===== src/rtl/unified_mem_arbiter.sv =====
// Shares one single-ported, variable-latency memory between instruction fetch and data access,
// with per-stage stalls and an ack timeout. Build option ARB_RR_EN: round-robin on conflicts.
module unified_mem_arbiter #(
  parameter int AW      = 32,
  parameter int DW      = 32,
  parameter int TIMEOUT = 16
) (
  input  logic          clk,
  input  logic          rst,
  input  logic          i_req,
  input  logic [AW-1:0] i_addr,
  output logic          i_done,
  output logic [DW-1:0] i_rdata,
  output logic          i_err,
  input  logic          d_req,
  input  logic          d_we,
  input  logic [AW-1:0] d_addr,
  input  logic [DW-1:0] d_wdata,
  output logic          d_done,
  output logic [DW-1:0] d_rdata,
  output logic          d_err,
  output logic          stall_if,
  output logic          stall_mem,
  output logic          m_req,
  output logic          m_we,
  output logic [AW-1:0] m_addr,
  output logic [DW-1:0] m_wdata,
  input  logic          m_ack,
  input  logic [DW-1:0] m_rdata
);

  // state  | meaning
  // IDLE   | no memory transaction; arbitrate between eligible requesters
  // BUSY_I | fetch transaction outstanding on the memory port
  // BUSY_D | data transaction outstanding on the memory port
  typedef enum logic [1:0] {IDLE, BUSY_I, BUSY_D} state_t;

  localparam logic [7:0] WAIT_LAST = 8'(TIMEOUT - 1);

  state_t     state;
  logic [7:0] wait_cnt;
  logic       i_elig;
  logic       d_elig;
  logic       grant_i;
  logic       grant_d;
  logic       ack_ok;
  logic       time_up;

  // A port whose done pulse is showing this cycle may still hold req; it is not re-granted.
  assign i_elig = i_req & ~i_done;
  assign d_elig = d_req & ~d_done;

`ifdef ARB_RR_EN
  logic last_grant_d;

  assign grant_d = d_elig & (~i_elig | ~last_grant_d);

  always_ff @(posedge clk) begin
    if (!rst) begin
      last_grant_d <= 1'b0;
    end else if (state == IDLE && (grant_i || grant_d)) begin
      last_grant_d <= grant_d;
    end
  end
`else
  assign grant_d = d_elig;
`endif

  assign grant_i   = i_elig & ~grant_d;
  assign stall_if  = i_req & ~i_done;
  assign stall_mem = d_req & ~d_done;

  // The first cycle with m_req high (wait_cnt == 0) never accepts an ack.
  assign ack_ok  = m_ack & (wait_cnt != 8'd0);
  assign time_up = (wait_cnt == WAIT_LAST);

  always_ff @(posedge clk) begin
    if (!rst) begin
      state    <= IDLE;
      wait_cnt <= 8'd0;
      i_done   <= 1'b0;
      i_err    <= 1'b0;
      i_rdata  <= '0;
      d_done   <= 1'b0;
      d_err    <= 1'b0;
      d_rdata  <= '0;
      m_req    <= 1'b0;
      m_we     <= 1'b0;
      m_addr   <= '0;
      m_wdata  <= '0;
    end else begin
      i_done <= 1'b0;
      i_err  <= 1'b0;
      d_done <= 1'b0;
      d_err  <= 1'b0;
      case (state)
        IDLE: begin
          if (grant_d) begin
            state    <= BUSY_D;
            m_req    <= 1'b1;
            m_we     <= d_we;
            m_addr   <= d_addr;
            m_wdata  <= d_wdata;
            wait_cnt <= 8'd0;
          end else if (grant_i) begin
            state    <= BUSY_I;
            m_req    <= 1'b1;
            m_we     <= 1'b0;
            m_addr   <= i_addr;
            m_wdata  <= '0;
            wait_cnt <= 8'd0;
          end
        end
        BUSY_I, BUSY_D: begin
          if (ack_ok || time_up) begin
            state <= IDLE;
            m_req <= 1'b0;
            m_we  <= 1'b0;
            if (state == BUSY_I) begin
              i_done  <= 1'b1;
              i_err   <= ~ack_ok;
              i_rdata <= ack_ok ? m_rdata : '0;
            end else begin
              d_done <= 1'b1;
              d_err  <= ~ack_ok;
              // Stores never touch the load-data register.
              if (!m_we) begin
                d_rdata <= ack_ok ? m_rdata : '0;
              end
            end
          end else begin
            wait_cnt <= wait_cnt + 8'd1;
          end
        end
        default: begin
          state <= IDLE;
          m_req <= 1'b0;
        end
      endcase
    end
  end

endmodule


===== config.mk =====
export PLATFORM = sky130hd
export DESIGN_NAME = unified_mem_arbiter
export DESIGN_NICKNAME = d
export VERILOG_FILES = /design/src/rtl/unified_mem_arbiter.sv
export SDC_FILE = /design/constraint.sdc
export NUM_CORES = 1
export LEC_CHECK = 0
export BUFFER_PORTS_ARGS = -buffer_cell sky130_fd_sc_hd__buf_2
export CORE_ASPECT_RATIO = 1.1
export CORE_MARGIN = 10
export CORE_UTILIZATION = 40
export CTS_CLUSTER_DIAMETER = 200
export DETAILED_ROUTE_END_ITERATION = 8
export HOLD_SLACK_MARGIN = 0.03
export PLACE_DENSITY_LB_ADDON = 0.2
export SLEW_MARGIN = 0
export SYNTH_ARGS = -nofsm -noshare
export SYNTH_HDL_FRONTEND = slang
export SYNTH_SLANG_ARGS = --single-unit

===== constraint.sdc =====
create_clock -name clk -period 2.85 [get_ports clk]
set_input_delay 0.1425 -clock clk [delete_from_list [all_inputs] [get_ports clk]]
set_output_delay 0.1425 -clock clk [all_outputs]
set_load 0.05 [all_outputs]

==> impl_metrics.py, run 1 <==
metrics = {
    "placed_design": {
        "gp_congestion": 0.8555,
        "dp_slack_ps": 382.9,
        "placed_cells": 961,
        "dp_hpwl_microns": 13160,
        "numPortBuffers": 269,
        "postPlaceCellArea_sq_um": 6740,
    },
    "route": {
        "ant_nets": 0,
        "routedWlPerCell_microns": 17.63,
        "drt_pass1_iterations": 5,
        "vias": 5931,
        "via_per_inst": 5.267,
        "drt_iter0_markers": 426,
        "drt_wl_total_microns": 19850,
        "drcViolationCount": 0,
    },
    "global_routing": {
        "grt_pass1_wl_microns": 31610,
        "grt_max_degree": 65,
        "antenna_found_initial": 3,
        "gr-total-overflow": 0,
        "grt_pass1_vias": 6186,
        "grt_usage": 0.2134,
    },
    "logic_synthesis": {
        "synthDistinctLibCells": 38,
        "synth_top_cell_by_area": "dfxtp_1",
        "avgSynthCellArea_sq_um": 9.282,
        "synthTopCellsByCount": "dfxtp_1 (144), nor2_1 (103), nand2_1 (71), a22oi_1 (64), clkbuf_1 (36)",
        "synth.top_cell.area_share": 0.5458,
        "synthTopCellsByArea": "dfxtp_1 (55%), a22oi_1 (9.1%), nor2_1 (7.3%)",
        "yosysMostFrequentCell": "dfxtp_1",
        "yosysWarnings": 0,
        "syn_area_sq_um": 5281,
        "synth_nets": 707,
        "ys.flop_type": "dfxtp_1",
        "synth-seq-cells": 144,
        "synth_edf_count": 0,
        "netlist_instances": 569,
        "async_flop_share": 0,
        "synth-seq-area-share": 0.5458,
    },
    "cells_and_area": {
        "drive_gt1_frac": 0.3395,
        "final_cells": 1126,
        "final_cell_area_sq_um": 8696,
        "final_nets": 1091,
        "area_growth_syn_to_layout_pct": 64.65,
    },
    "timing": {
        "fmax_mhz": 385.4,
        "min_period_ps": 2595,
        "fin_crit_sh": 0.9105,
        "tightest_slew_ps": 1335,
        "tns_ps": 0,
        "hold_viol": 0,
        "finalSetupViolations": 0,
        "slew_headroom": 0.1102,
        "finClkSkew_ps": 6.777,
        "worst_slack_ps": 255.0,
        "rsz0062_at_grt": "false",
        "timing.final.max_slew_violations": 0,
    },
    "clock_tree": {
        "cts_setup_buffers": 0,
        "holdBufCountCts": 130,
        "cts_tree": "built",
        "numCtsBuffers": 17,
        "cts.sinks": 144,
        "clk_latency_ps": 410,
        "cts.reportedPaths.clkPinSlew_ps": 60,
        "postCtsResizedCells": 0,
        "root_buffer": "clkbuf_16",
        "clockBufferDepth": 2,
        "cts_max_level": 4,
    },
    "pwr": {
        "powerDensity_nw_per_um2": 922.1,
        "irDropWorstVdd_v": 0.0004980,
        "p_leak_nw": 4.132,
    },
    "die": {
        "start_util": 0.4142,
        "core_area_sq_um": 12750,
        "dieHeight_microns": 140.5,
        "fp.dieW_microns": 129.6,
        "rows": 43,
        "die_area_sq_um": 18210,
        "ios": 270,
    },
    "worst_setup_path": {
        "crit_arrival_ps": 2950,
        "crit_type": "register to register",
        "cp-end-kind": "register",
        "cp.required_ps": 3200,
        "critPathLaunchType": "register",
        "critPathMaxFanout": 64,
    },
    "outcome": {
        "outcome": "complete, no violations",
    },
    "min_path": {
        "min_path_type": "primary input to register",
    },
    "run": {
        "max-cap-violations": 0,
    },
}
## cell type report
type                       instances  area [sq um]
fill                             954          4055
inverter                          10         38.79
antenna                            3         7.507
sequential                       144          2883
timing repair buffer             411          2738
clock buffer                      20         466.7
clock inverter                    12         180.2
tap                              157         196.4
multi-input combinational        369          2186
## sequential cells by signal, summed over array words and instances, names as in the netlist, 2 cells and up
name and cells:
m_addr 32, d_rdata 32, m_wdata 32, i_rdata 32, wait_cnt 8, state 2
## critical path: stages (launching register included)
cell and delay, ps:
dfxtp_1 300, inv_1 80, ha_1 290, inv_1 180, a21oi_4 150, buf_4 520, nor2_1 130, a311oi_1 290
dlygate4sd3_1 580
## layer usage
metal,GRT usage,up-vias,part of all wire
met2,0.3575,258,0.50
met4,0.1049,0,0.032
met3,0.07890,45,0.090
li1,-,2837,-
met1,0.2307,2791,0.38
met5,0,-,0
## stage by stage
step	hold slack (ps)	utilization	power [mW]
after floorplan	230.9	-	4.576
after global placement	375.0	0.5286	5.248
after detailed placement	383.7	0.5286	5.299
after CTS	90.20	0.6814	8.030
after global routing	102.3	0.6820	8.432
final	115.4	0.6820	8.019
## cells in the final DEF, fill, tap and decap left out, types with 8 or more instances in the layout
cell type,count
a21oi_1,10
a22o_1,32
a22oi_1,64
a311oi_1,34
buf_2,269
buf_4,12
clkbuf_16,17
dfxtp_1,144
dlygate4sd3_1,130
inv_1,8
nand2_1,71
nor2_1,101
## cells by family (layout without fill, tap and decap cells)
group / Yosys count / count (layout) / share of synthesized area
compound gates: 165 / 165 / 0.2426
fa+ha+maj: 4 / 4 / 0.009477
simple gates: 200 / 200 / 0.1557
other cells: 0 / 3 / 0
buf+inv: 56 / 453 / 0.04644
flops: 144 / 144 / 0.5458
## final timing paths
path	start	endpoint	slack, ps	cells past startpoint
worst min register to register	i_rdata[12]	i_rdata[12]	470	1
worst max-delay path	state[1]	m_addr[0]	260	8
worst max register to register	state[1]	m_addr[0]	260	8
worst min-delay path	rst	wait_cnt[0]	120	3
## where the power goes
part           internal, mW  leakage [nW]  switching [mW]
Combinational         0.991          2.65            2.15
Sequential             2.33          1.17           0.168
Clock                  1.54         0.313           0.849
Total                  4.86          4.13            3.16
(Power assumes the default switching activity.)
==> run 2: changes to the inputs <==
--- a/config.mk
+++ b/config.mk
@@ -7,12 +7,13 @@
 export LEC_CHECK = 0
 export BUFFER_PORTS_ARGS = -buffer_cell sky130_fd_sc_hd__buf_2
 export CORE_ASPECT_RATIO = 1.1
-export CORE_MARGIN = 10
+export CORE_MARGIN = 2
 export CORE_UTILIZATION = 40
 export CTS_CLUSTER_DIAMETER = 200
 export DETAILED_ROUTE_END_ITERATION = 8
 export HOLD_SLACK_MARGIN = 0.03
 export PLACE_DENSITY_LB_ADDON = 0.2
+export REMOVE_ABC_BUFFERS = 1
 export SLEW_MARGIN = 0
 export SYNTH_ARGS = -nofsm -noshare
 export SYNTH_HDL_FRONTEND = slang
==> impl_metrics.py, run 2 (synthesis results as in run 1) <==
metrics = {
    "pwr": {
        "powerDensity_nw_per_um2": 926.7,
        "p_leak_nw": 4.156,
        "irDropWorstVdd_v": 0.0005009,
    },
    "clock_tree": {
        "cts_tree": "built",
        "clockBufferDepth": 2,
        "cts.reportedPaths.clkPinSlew_ps": 60,
        "root_buffer": "clkbuf_16",
        "clk_latency_ps": 420,
        "cts_max_level": 4,
        "numCtsBuffers": 17,
        "cts.sinks": 144,
        "cts_setup_buffers": 0,
    },
    "timing": {
        "finalSetupViolations": 0,
        "tns_ps": 0,
        "rsz0062_at_grt": "false",
        "hold-worst-slack_ps": 91.58,
        "slew_headroom": 0.5186,
        "timing.final.max_slew_violations": 0,
        "hold_viol": 0,
        "min_period_ps": 2555,
        "finClkSkew_ps": 9.549,
        "fin_crit_sh": 0.8966,
        "fmax_mhz": 391.3,
        "tightest_slew_ps": 718.7,
    },
    "worst_setup_path": {
        "crit_cells": 8,
        "crit_type": "register to register",
        "critPathLaunchType": "register",
        "max_stage_delay_ps": 610,
        "r2r-start": "state[1]",
        "path_buf_inv": 4,
        "cp-end-kind": "register",
        "slowest_stage": "dlygate4sd3_1",
        "r2r-end": "m_addr[7]",
        "cpLargestDelayFamily": "buffers and inverters",
        "cp.required_ps": 3200,
        "cp_cell_sequence": "inv_1 -> ha_1 -> inv_1 -> a21oi_4 -> buf_12 -> nor2_1 -> a311oi_1 -> dlygate4sd3_1",
        "ff2ff_path_depth": 8,
        "crit_path_frequent_cell": "inv_1",
        "crit_arrival_ps": 2910,
        "cp-endpoint": "m_addr[7]",
        "crit_start": "state[1]",
        "rrSetupSlack_ps": 290,
        "critPathMaxFanout": 46,
    },
    "placed_design": {
        "numPortBuffers": 269,
        "gp_congestion": 0.9079,
        "postPlaceCellArea_sq_um": 6800,
        "dp_hpwl_microns": 11080,
    },
    "route": {
        "drt_pass1_iterations": 5,
        "routedWlPerCell_microns": 16.71,
        "ant_nets": 0,
        "drt_iter0_markers": 575,
        "drcViolationCount": 0,
        "drt_wl_total_microns": 18920,
        "vias": 6067,
        "via_per_inst": 5.360,
    },
    "global_routing": {
        "grt_pass1_vias": 6230,
        "antenna_found_initial": 1,
        "gr-total-overflow": 0,
        "grt_max_degree": 54,
        "grt_usage": 0.2614,
        "grt_pass1_wl_microns": 29790,
    },
    "die": {
        "core_area_sq_um": 13050,
        "die_area_sq_um": 14140,
        "dieHeight_microns": 124.5,
        "start_util": 0.4048,
        "fp.dieW_microns": 113.6,
        "rows": 44,
        "ios": 270,
    },
    "cells_and_area": {
        "final_cell_area_sq_um": 8746,
        "final_common_cell": "buf_2",
        "final_nets": 1096,
        "mostFrequentLayoutCells": "buf_2 (269), dfxtp_1 (144), dlygate4sd3_1 (130), nor2_1 (101), nand2_1 (71)",
        "fin_util": 0.6703,
        "area_growth_syn_to_layout_pct": 65.60,
        "drive_gt1_frac": 0.3423,
    },
    "outcome": {
        "outcome": "complete, no violations",
    },
    "min_path": {
        "min_path_type": "primary input to register",
    },
    "run": {
        "max-cap-violations": 0,
    },
}
-- run 2: cell types whose count changed in the layout (fill, tap and decap cells not counted) --
cell,change
diode_2,-2
clkinv_4,-1
buf_4,+2
inv_6,+1
clkbuf_8,-1
a21oi_2,+1
buf_12,+2
-- run 2: final cells by class --
type	count	area (sq um)
diodes	1	2.502
well taps	161	201.4
clock inverters	12	180.2
inverters	10	38.79
clock buffers	19	452.9
multi-input cells	370	2195
fillers	970	4302
repair buffers	415	2793
flip-flops and latches	144	2883
-- run 2: repair_timing --
item / CTS / global route
gates resized for setup: 0 / 0
setup endpoints to repair: 0 / 2
hold buffers: 130 / 0
endpoints found under the hold margin: 128 / 0
-- run 2: where the power goes --
group | internal (mW) | switching [mW]
clock | 1.51 | 0.869
sequential | 2.33 | 0.168
combinational | 1.03 | 2.20
total | 4.87 | 3.24
-- run 2: per-layer routing --
| layer | track usage | up-vias | share of wire |
|---|---|---|---|
| met5 | 0 | - | 0 |
| met3 | 0.08321 | 59 | 0.085 |
| met2 | 0.4561 | 322 | 0.50 |
| met4 | 0.1263 | 0 | 0.035 |
| met1 | 0.2837 | 2843 | 0.38 |
| li1 | - | 2843 | - |
-- run 2: metrics by stage --
step,instances,total power [mW],setup slack [ps]
2_1_floorplan,523,4.539,-1566
3_3_place_gp,969,5.279,463.0
3_5_place_dp,969,5.334,391.7
4_1_cts,1130,8.060,283.9
5_1_grt,1132,8.501,111.2
6_report,1132,8.105,294.7
-- run 2: worst min path at each step --
stage                      from           to  slack (ps)  cells after the start
floorplan                 m_ack        i_err         230                      1
global placement    d_wdata[25]  m_wdata[25]         380                      3
detailed placement   m_rdata[9]   i_rdata[9]         380                      2
CTS                         rst     state[0]          70                      2
global route                rst     state[0]          90                      2
finish                      rst     state[0]          90                      2
